[config.mk]
export PLATFORM = sky130hd
export DESIGN_NAME = theta_sweep_gen
export DESIGN_NICKNAME = d
export VERILOG_FILES = /design/src/rtl/cordic_pkg.sv /design/src/rtl/theta_wrap.sv /design/src/rtl/theta_sweep_gen.sv
export SDC_FILE = /design/constraint.sdc
export NUM_CORES = 1
export LEC_CHECK = 0
export ABC_AREA = 0
export BUFFER_PORTS_ARGS = -buffer_cell sky130_fd_sc_hd__buf_4
export CAP_MARGIN = 30
export CORE_UTILIZATION = 35
export DETAILED_ROUTE_END_ITERATION = 8
export PLACE_DENSITY = 0.66
export SYNTH_ARGS = -nofsm -noshare
export SYNTH_HDL_FRONTEND = slang
export SYNTH_SLANG_ARGS = --single-unit
[constraint.sdc]
create_clock -name clk -period 4.8 [get_ports clk]
set_input_delay 0.96 -clock clk [delete_from_list [all_inputs] [get_ports clk]]
set_output_delay 0.96 -clock clk [all_outputs]
set_load 0.02 [all_outputs]
[src/rtl/cordic_pkg.sv]
`default_nettype none
// ============================================================================
// Module   : cordic_pkg
// Brief    : Shared angle-format constants and sweep FSM state encoding.
// Revision : 1.0 - initial release
// ============================================================================
package cordic_pkg;

  // Angles are signed Q16.16 radians.
  localparam int THETA_WIDTH = 32;
  localparam int FRAC_BITS   = 16;
  localparam int PI_Q        = 205887;
  localparam int TWO_PI_Q    = 411775;

  typedef enum logic [1:0] {
    IDLE = 2'd0,
    RUN  = 2'd1,
    DONE = 2'd2
  } state_t;

endpackage
`default_nettype wire

[src/rtl/theta_wrap.sv]
`default_nettype none
// ============================================================================
// Module   : theta_wrap
// Brief    : Combinational angle add with optional fold into [-pi, pi).
//            Folding is enabled by defining THETA_WRAP_EN; otherwise the sum
//            wraps as plain two's complement.
// Revision : 1.0 - initial release
// ============================================================================
module theta_wrap #(
  parameter int THETA_WIDTH = 32
) (
  input  logic signed [THETA_WIDTH-1:0] acc,
  input  logic signed [THETA_WIDTH-1:0] step,
  output logic signed [THETA_WIDTH-1:0] next
);
  import cordic_pkg::*;

  localparam logic signed [THETA_WIDTH:0] c_pi_q     = (THETA_WIDTH+1)'(PI_Q);
  localparam logic signed [THETA_WIDTH:0] c_two_pi_q = (THETA_WIDTH+1)'(TWO_PI_Q);

  // One guard bit so the sum itself can never overflow before folding.
  logic signed [THETA_WIDTH:0] w_sum;
  assign w_sum = {acc[THETA_WIDTH-1], acc} + {step[THETA_WIDTH-1], step};

`ifdef THETA_WRAP_EN
  logic signed [THETA_WIDTH:0] w_fold;

  // A single fold suffices because |step| < 2*pi and acc is already in range.
  always_comb begin
    w_fold = w_sum;
    if (w_sum >= c_pi_q) begin
      w_fold = w_sum - c_two_pi_q;
    end else if (w_sum < -c_pi_q) begin
      w_fold = w_sum + c_two_pi_q;
    end
  end

  logic w_unused_msb;
  assign w_unused_msb = w_fold[THETA_WIDTH];
  assign next         = w_fold[THETA_WIDTH-1:0];
`else
  logic w_unused_msb;
  logic w_unused_consts;
  assign w_unused_msb    = w_sum[THETA_WIDTH];
  assign w_unused_consts = c_pi_q[0] ^ c_two_pi_q[0];
  assign next            = w_sum[THETA_WIDTH-1:0];
`endif

endmodule
`default_nettype wire

[src/rtl/theta_sweep_gen.sv]
`default_nettype none
// ============================================================================
// Module   : theta_sweep_gen
// Brief    : Emits count angles theta_start + k*theta_step into a FIFO,
//            stalling on theta_full. Optional fold into [-pi, pi) when
//            THETA_WRAP_EN is defined (see theta_wrap).
// Revision : 1.0 - initial release
// ============================================================================
module theta_sweep_gen #(
  parameter int THETA_WIDTH = cordic_pkg::THETA_WIDTH,
  parameter int COUNT_WIDTH = 16
) (
  input  logic                          clk,
  input  logic                          reset,
  input  logic                          start,
  input  logic signed [THETA_WIDTH-1:0] theta_start,
  input  logic signed [THETA_WIDTH-1:0] theta_step,
  input  logic        [COUNT_WIDTH-1:0] count,
  output logic                          busy,
  output logic                          done,
  input  logic                          theta_full,
  output logic                          theta_wr_en,
  output logic signed [THETA_WIDTH-1:0] theta_out
);
  import cordic_pkg::*;

  state_t                        r_state;
  logic signed [THETA_WIDTH-1:0] r_acc;
  logic signed [THETA_WIDTH-1:0] r_step;
  logic        [COUNT_WIDTH-1:0] r_remaining;
  logic signed [THETA_WIDTH-1:0] w_acc_next;
  logic                          w_write;

  theta_wrap #(
    .THETA_WIDTH (THETA_WIDTH)
  ) u_theta_wrap (
    .acc  (r_acc),
    .step (r_step),
    .next (w_acc_next)
  );

  // Write strobe is combinational on theta_full so a full FIFO is never written.
  assign w_write     = (r_state == RUN) && !theta_full;
  assign theta_wr_en = w_write;
  assign theta_out   = r_acc;
  assign busy        = (r_state != IDLE);
  assign done        = (r_state == DONE);

  // Sweep control: latch on start in IDLE, advance only on accepted writes.
  always_ff @(posedge clk) begin
    if (reset) begin
      r_state     <= IDLE;
      r_acc       <= '0;
      r_step      <= '0;
      r_remaining <= '0;
    end else begin
      case (r_state)
        IDLE: begin
          if (start) begin
            r_acc       <= theta_start;
            r_step      <= theta_step;
            r_remaining <= count;
            r_state     <= (count != '0) ? RUN : DONE;
          end
        end
        RUN: begin
          if (w_write) begin
            r_acc       <= w_acc_next;
            r_remaining <= r_remaining - COUNT_WIDTH'(1);
            if (r_remaining == COUNT_WIDTH'(1)) begin
              r_state <= DONE;
            end
          end
        end
        DONE: begin
          r_state <= IDLE;
        end
        default: begin
          r_state <= IDLE;
        end
      endcase
    end
  end

endmodule
`default_nettype wire
==> summary.txt, run 1 <==
Run status
  – Status: finished clean

Yosys
  – YS warnings: 0
  – Cell with the most instances after synthesis: nand2_1
  – Syn nets: 838
  – Synth area leader: dfxtp_1
  – Syn_area_per_cell: 7.582 um2
  – Commonest cells in the netlist: nand2_1, a21oi_1, dfxtp_1, nor2_1, o21ai_0
  – Register area share after synthesis: 30.07%
  – Post-Synthesis Cells: 720
  – Top cell type's share of synthesized area: 30.07%
  – Post-synth top flop: dfxtp_1
  – Largest cells by area after synthesis: dfxtp_1, nand2_1, a21oi_1
  – Yosys cell types: 64
  – EDFF count, synth: 0
  – Async set-or-reset flop fraction in the synthesized netlist: 0%
  – #FFs+latches synth: 82
  – Synth Cell Area: 5459 um2

Drt
  – Wirelength per Cell: 15.23 um
  – Initial DRC Count: 300
  – Total wire length: 15240 um
  – Vias per cell: 5.344
  – TritonRoute pass-1 iters: 5
  – Antenna viol nets, final: 0
  – Total number of vias: 5349
  – Post-route DRC: 0

Global route
  – Vias in the first global route: 5093
  – First-pass GRT wire length: 25160 um
  – Pin count of the biggest net entering global routing: 85
  – Initial antenna violation count: 0
  – Gr usage total: 19.57%
  – Gr busiest metal: met2
  – GRT met3 Usage: 2.910%
  – Grt ovf: 0
  – Met1 Use GR: 26.04%
  – GR Util met2: 32.22%

Clock network
  – H-tree depth: 3
  – Worst-Skew Late Latency: 350 ps
  – Clock Tree Buf Depth: 2
  – Root buf cell: clkbuf_16
  – Clock sinks: 82
  – Hold bufs inserted after CTS: 0
  – Clk pin slew, worst setup/hold paths: 60 ps
  – CTS Buf Count: 9
  – Post-CTS resize count: 0
  – CTS tree: built
  – Post-CTS Setup Bufs: 0

Die
  – DIE HEIGHT: 126.9 um
  – Top Ports: 119
  – Initial Utilization: 35.91%
  – Core area: 15200 um2
  – Rows: 45
  – Die ar.: 16100 um2
  – Die X-Extent: 126.9 um

Critical path
  – Worst reg-to-reg setup slack: 1560 ps
  – Type of origin of the critical path: flop
  – Critical Path End Type: flop
  – Critical Path RT: 5050 ps
  – Crit path DAT: 3490 ps
  – Critical Path Fanout Max: 5
  – Setup CP Type: flop to flop

Timing
  – Period utilization: 67.47%
  – Peak Freq: 308.8 MHz
  – RSZ-0062 raised after global routing: no
  – Max Slew Vio Count: 0
  – Final setup violation count: 0
  – Slew margin rel.: 39.16%
  – Worst hold slack: 456.8 ps
  – Worst-Margin Slew: 912.6 ps
  – Tmin final: 3239 ps
  – Clock Skews: 7.160 ps
  – Setup TNS: 0 ps
  – Final hold vios: 0

Final layout
  – Register area: 1642 um2
  – Layout fillers: 1598
  – Post-route design area: 6698 um2
  – Fin cells: 1001
  – Layout overhead on the synthesized area: 22.69%
  – Number of diodes: 0
  – Layout cells sized above 1: 19.19%
  – Multi-input logic area: 3502 um2
  – Final nets: 926
  – Final core utilization: 44.06%

Placement
  – RD Place Congestion: 0.8459
  – DP HPWL: 10880 um
  – Placed Area: 6364 um2
  – Placed insts: 985
  – PortBufs: 118

Pwr
  – Pwr Density: 344.6 nW/um2
  – Peak supply drop: 0.1843 mV
  – Leakage: 2.841 nW

Run
  – Max-cap violation count: 0

Min path
  – Worst hold path type: flop to flop
==> cells by family after synthesis <==
| logic type | count (synthesis) | share of synthesized area, % |
|---|---|---|
| simple gates | 282 | 23.91 |
| compound gates | 232 | 26.75 |
| flops | 82 | 30.07 |
| buf+inv | 59 | 6.188 |
| fa+ha+maj | 34 | 7.930 |
| xor+xnor | 23 | 3.690 |
| mux | 8 | 1.467 |
==> critical path, stage by stage (launching register included) <==
cell and delay (ps):
dfxtp_1 320, ha_1 250, fa_1 440, a211oi_1 380, o21ai_0 210, a32oi_1 430, o211ai_1 210, and2_1 210
a211oi_1 320, xor2_1 120, a221oi_1 250
==> worst paths after layout <==
kind,to,start,depth (start not counted)
setup / recovery,theta_out[28]$_SDFFE_PP0P_,theta_out[0]$_SDFFE_PP0P_,10
hold reg to reg,r_step[6]$_SDFFE_PP0P_,r_step[6]$_SDFFE_PP0P_,2
setup reg to reg,theta_out[28]$_SDFFE_PP0P_,theta_out[0]$_SDFFE_PP0P_,10
hold / removal,r_step[6]$_SDFFE_PP0P_,r_step[6]$_SDFFE_PP0P_,2
==> sequential cells by signal, summed over array words and instances, names as in the netlist <==
signal	flops
r_step	32
theta_out	32
r_remaining	16
r_state	2
==> power breakdown <==
group | switching (mW) | internal (mW) | leakage (nW)
Sequential | 0.0629 | 0.751 | 0.676
Clock | 0.292 | 0.506 | 0.166
Combinational | 0.409 | 0.287 | 2.00
Total | 0.763 | 1.54 | 2.84
==> layer usage <==
metal  part of all wire, %  vias up
met3                   4.7       14
met2                    46      117
met4                   1.4        0
met1                    48     2441
met5                     0        -
li1                      -     2777
==> stage by stage <==
step | worst slack, ps | power [mW]
after floorplan | 2041 | 1.317
after global placement | 1521 | 1.516
after detailed placement | 1614 | 1.526
after CTS | 1563 | 2.325
after global routing | 1267 | 2.439
final | 1561 | 2.308
==> final cells by class <==
| class | instances | share of cell area, % |
|---|---|---|
| Sequential cell | 82 | 24.51 |
| Inverter | 13 | 0.7286 |
| Multi-Input combinational cell | 579 | 52.29 |
| Tap cell | 188 | 3.512 |
| Clock inverter | 6 | 1.569 |
| Clock buffer | 10 | 3.419 |
| Timing Repair Buffer | 123 | 13.97 |
==> cell usage in the layout (no fill, tap or decap), drive strengths merged, types with 11 or more instances in the layout <==
cell,Yosys,layout
a21o,11,11
xnor2,19,19
buf,10,123
nor3,19,19
a211oi,22,22
nor2,72,72
inv,12,12
a21oi,84,84
nand2,123,123
nand3,15,15
dfxtp,82,82
ha,33,33
o21ai,53,53
Note: power is estimated with default switching activity, not from simulation.
==> inputs of run 2 (changes only) <==
==> constraint.sdc (replaced) <==
create_clock -name clk -period 3.3 [get_ports clk]
set_input_delay 0.66 -clock clk [delete_from_list [all_inputs] [get_ports clk]]
set_output_delay 0.66 -clock clk [all_outputs]
set_load 0.02 [all_outputs]
==> run 2 against run 1 <==
Effect of this change: utilization increased by 0.49 points; die area unchanged; first-iteration DRC count increased by 22%.
==> summary.txt, run 2 (synthesis results as in run 1) <==
Global route
  – Initial antenna violation count: 0
  – First-pass GRT wire length: 25580 um
  – Grt ovf: 0
  – Pin count of the biggest net entering global routing: 49
  – Vias in the first global route: 5224
  – Gr usage total: 19.96%

Clock network
  – Root buf cell: clkbuf_16
  – Worst-Skew Late Latency: 350 ps
  – Clk pin slew, worst setup/hold paths: 60 ps
  – Post-CTS resize count: 0
  – Hold bufs inserted after CTS: 0
  – Post-CTS Setup Bufs: 0
  – CTS tree: built
  – Clock Tree Buf Depth: 2
  – Clock sinks: 82
  – H-tree depth: 3
  – CTS Buf Count: 9

Run
  – Max-cap violation count: 0

Drt
  – Wirelength per Cell: 15.61 um
  – TritonRoute pass-1 iters: 5
  – Vias per cell: 5.425
  – Total wire length: 15740 um
  – Post-route DRC: 0
  – Antenna viol nets, final: 0
  – Total number of vias: 5468
  – Initial DRC Count: 366

Timing
  – Final hold vios: 0
  – Period utilization: 89.75%
  – Clock Skews: 10.62 ps
  – Setup TNS: 0 ps
  – Slew margin rel.: 58.74%
  – Worst-Margin Slew: 617.5 ps
  – Peak Freq: 337.6 MHz
  – RSZ-0062 raised after global routing: no
  – Final setup violation count: 0
  – Tmin final: 2962 ps
  – Worst hold slack: 458.2 ps
  – Max Slew Vio Count: 0

Die
  – Die X-Extent: 126.9 um
  – Rows: 45
  – Top Ports: 119
  – Die ar.: 16100 um2
  – Core area: 15200 um2
  – Initial Utilization: 35.91%
  – DIE HEIGHT: 126.9 um

Critical path
  – Critical Path RT: 3560 ps
  – Critical Path Fanout Max: 5
  – Crit path DAT: 3220 ps
  – Setup CP Type: flop to flop
  – RR Endpoint: theta_out[28]$_SDFFE_PP0P_
  – Reg-to-Reg Start: theta_out[0]$_SDFFE_PP0P_
  – Reg2reg path depth: 11
  – Worst setup path start: theta_out[0]$_SDFFE_PP0P_
  – Worst setup endpoint: theta_out[28]$_SDFFE_PP0P_
  – Worst reg-to-reg setup slack: 340 ps
  – Critical Path End Type: flop
  – Type of origin of the critical path: flop

Pwr
  – Pwr Density: 513.1 nW/um2
  – Peak supply drop: 0.2360 mV
  – Leakage: 2.883 nW

Final layout
  – Layout cells sized above 1: 19.88%
  – Commonest non-fill, non-tap cell in the layout: buf_4
  – Final nets: 933
  – Number of diodes: 0
  – Layout overhead on the synthesized area: 24.04%
  – Most frequent cells in the layout: buf_4, nand2_1, a21oi_1

Placement
  – PortBufs: 118
  – DP HPWL: 11500 um
  – RD Place Congestion: 0.8685

Min path
  – Hold Path Stages: 2
  – Worst hold path type: flop to flop

Run status
  – Status: finished clean
run 2: cell count changes in the layout (fill, tap and decap cells not counted):
cell       delta
buf_12        -1
buf_4         +8
bufinv_16     +1
clkbuf_8      +1
clkinv_2      -2
run 2: layer usage:
layer  global-route usage, %  share of wire (%)  vias to the layer above
met2                   33.29                 47                      145
met1                   25.38                 46                     2527
li1                        -                  -                     2774
met3                   3.838                5.0                       22
met4                   7.703                1.9                        0
met5                       0                  0                        -
run 2: final cells by class:
| cell class | count | area (um2) |
|---|---|---|
| fill | 1556 | 8431 |
| tap | 188 | 235.2 |
| multi-input combinational | 579 | 3502 |
| sequential | 82 | 1642 |
| clock buffer | 11 | 242.7 |
| inverter | 13 | 48.80 |
| timing repair buffer | 130 | 975.9 |
| clock inverter | 5 | 125.1 |
run 2: worst min path at each step:
| stage | to | start |
|---|---|---|
| after floorplan | r_step[15]$_SDFFE_PP0P_ | r_step[15]$_SDFFE_PP0P_ |
| after global placement | r_step[6]$_SDFFE_PP0P_ | r_step[6]$_SDFFE_PP0P_ |
| after detailed placement | r_step[27]$_SDFFE_PP0P_ | r_step[27]$_SDFFE_PP0P_ |
| after CTS | r_step[3]$_SDFFE_PP0P_ | r_step[3]$_SDFFE_PP0P_ |
| after global routing | r_step[26]$_SDFFE_PP0P_ | r_step[26]$_SDFFE_PP0P_ |
| final | r_step[4]$_SDFFE_PP0P_ | r_step[4]$_SDFFE_PP0P_ |
run 2: through the flow:
stage / cells / instance area (um2) / total power [mW] / setup WS [ps] / utilization [%]
final: 1008 / 6771 / 3.475 / 338.3 / 44.54
after global routing: 1008 / 6771 / 3.657 / 109.5 / 44.54
after CTS: 1008 / 6771 / 3.494 / 360.5 / 44.54
after detailed placement: 992 / 6404 / 2.236 / 383.2 / 42.12
after global placement: 992 / 6404 / 2.226 / 461.1 / 42.12
after floorplan: 720 / 5459 / 1.915 / 541.0 / -
run 2: critical path, stage by stage, from the launching register on:
cell      delay [ps]
dfxtp_1          330
ha_1             250
fa_1             440
a211oi_1         390
o21ai_0          200
a32oi_1          200
buf_4            170
o211ai_1         120
and2_1           200
a211oi_1         250
xor2_1           100
a221oi_1         230
run 2: power by group:
group	internal (mW)	switching (mW)	leakage (nW)	total, mW
clock	0.836	0.422	0.180	1.26
sequential	1.09	0.0911	0.676	1.18
combinational	0.424	0.608	2.03	1.03
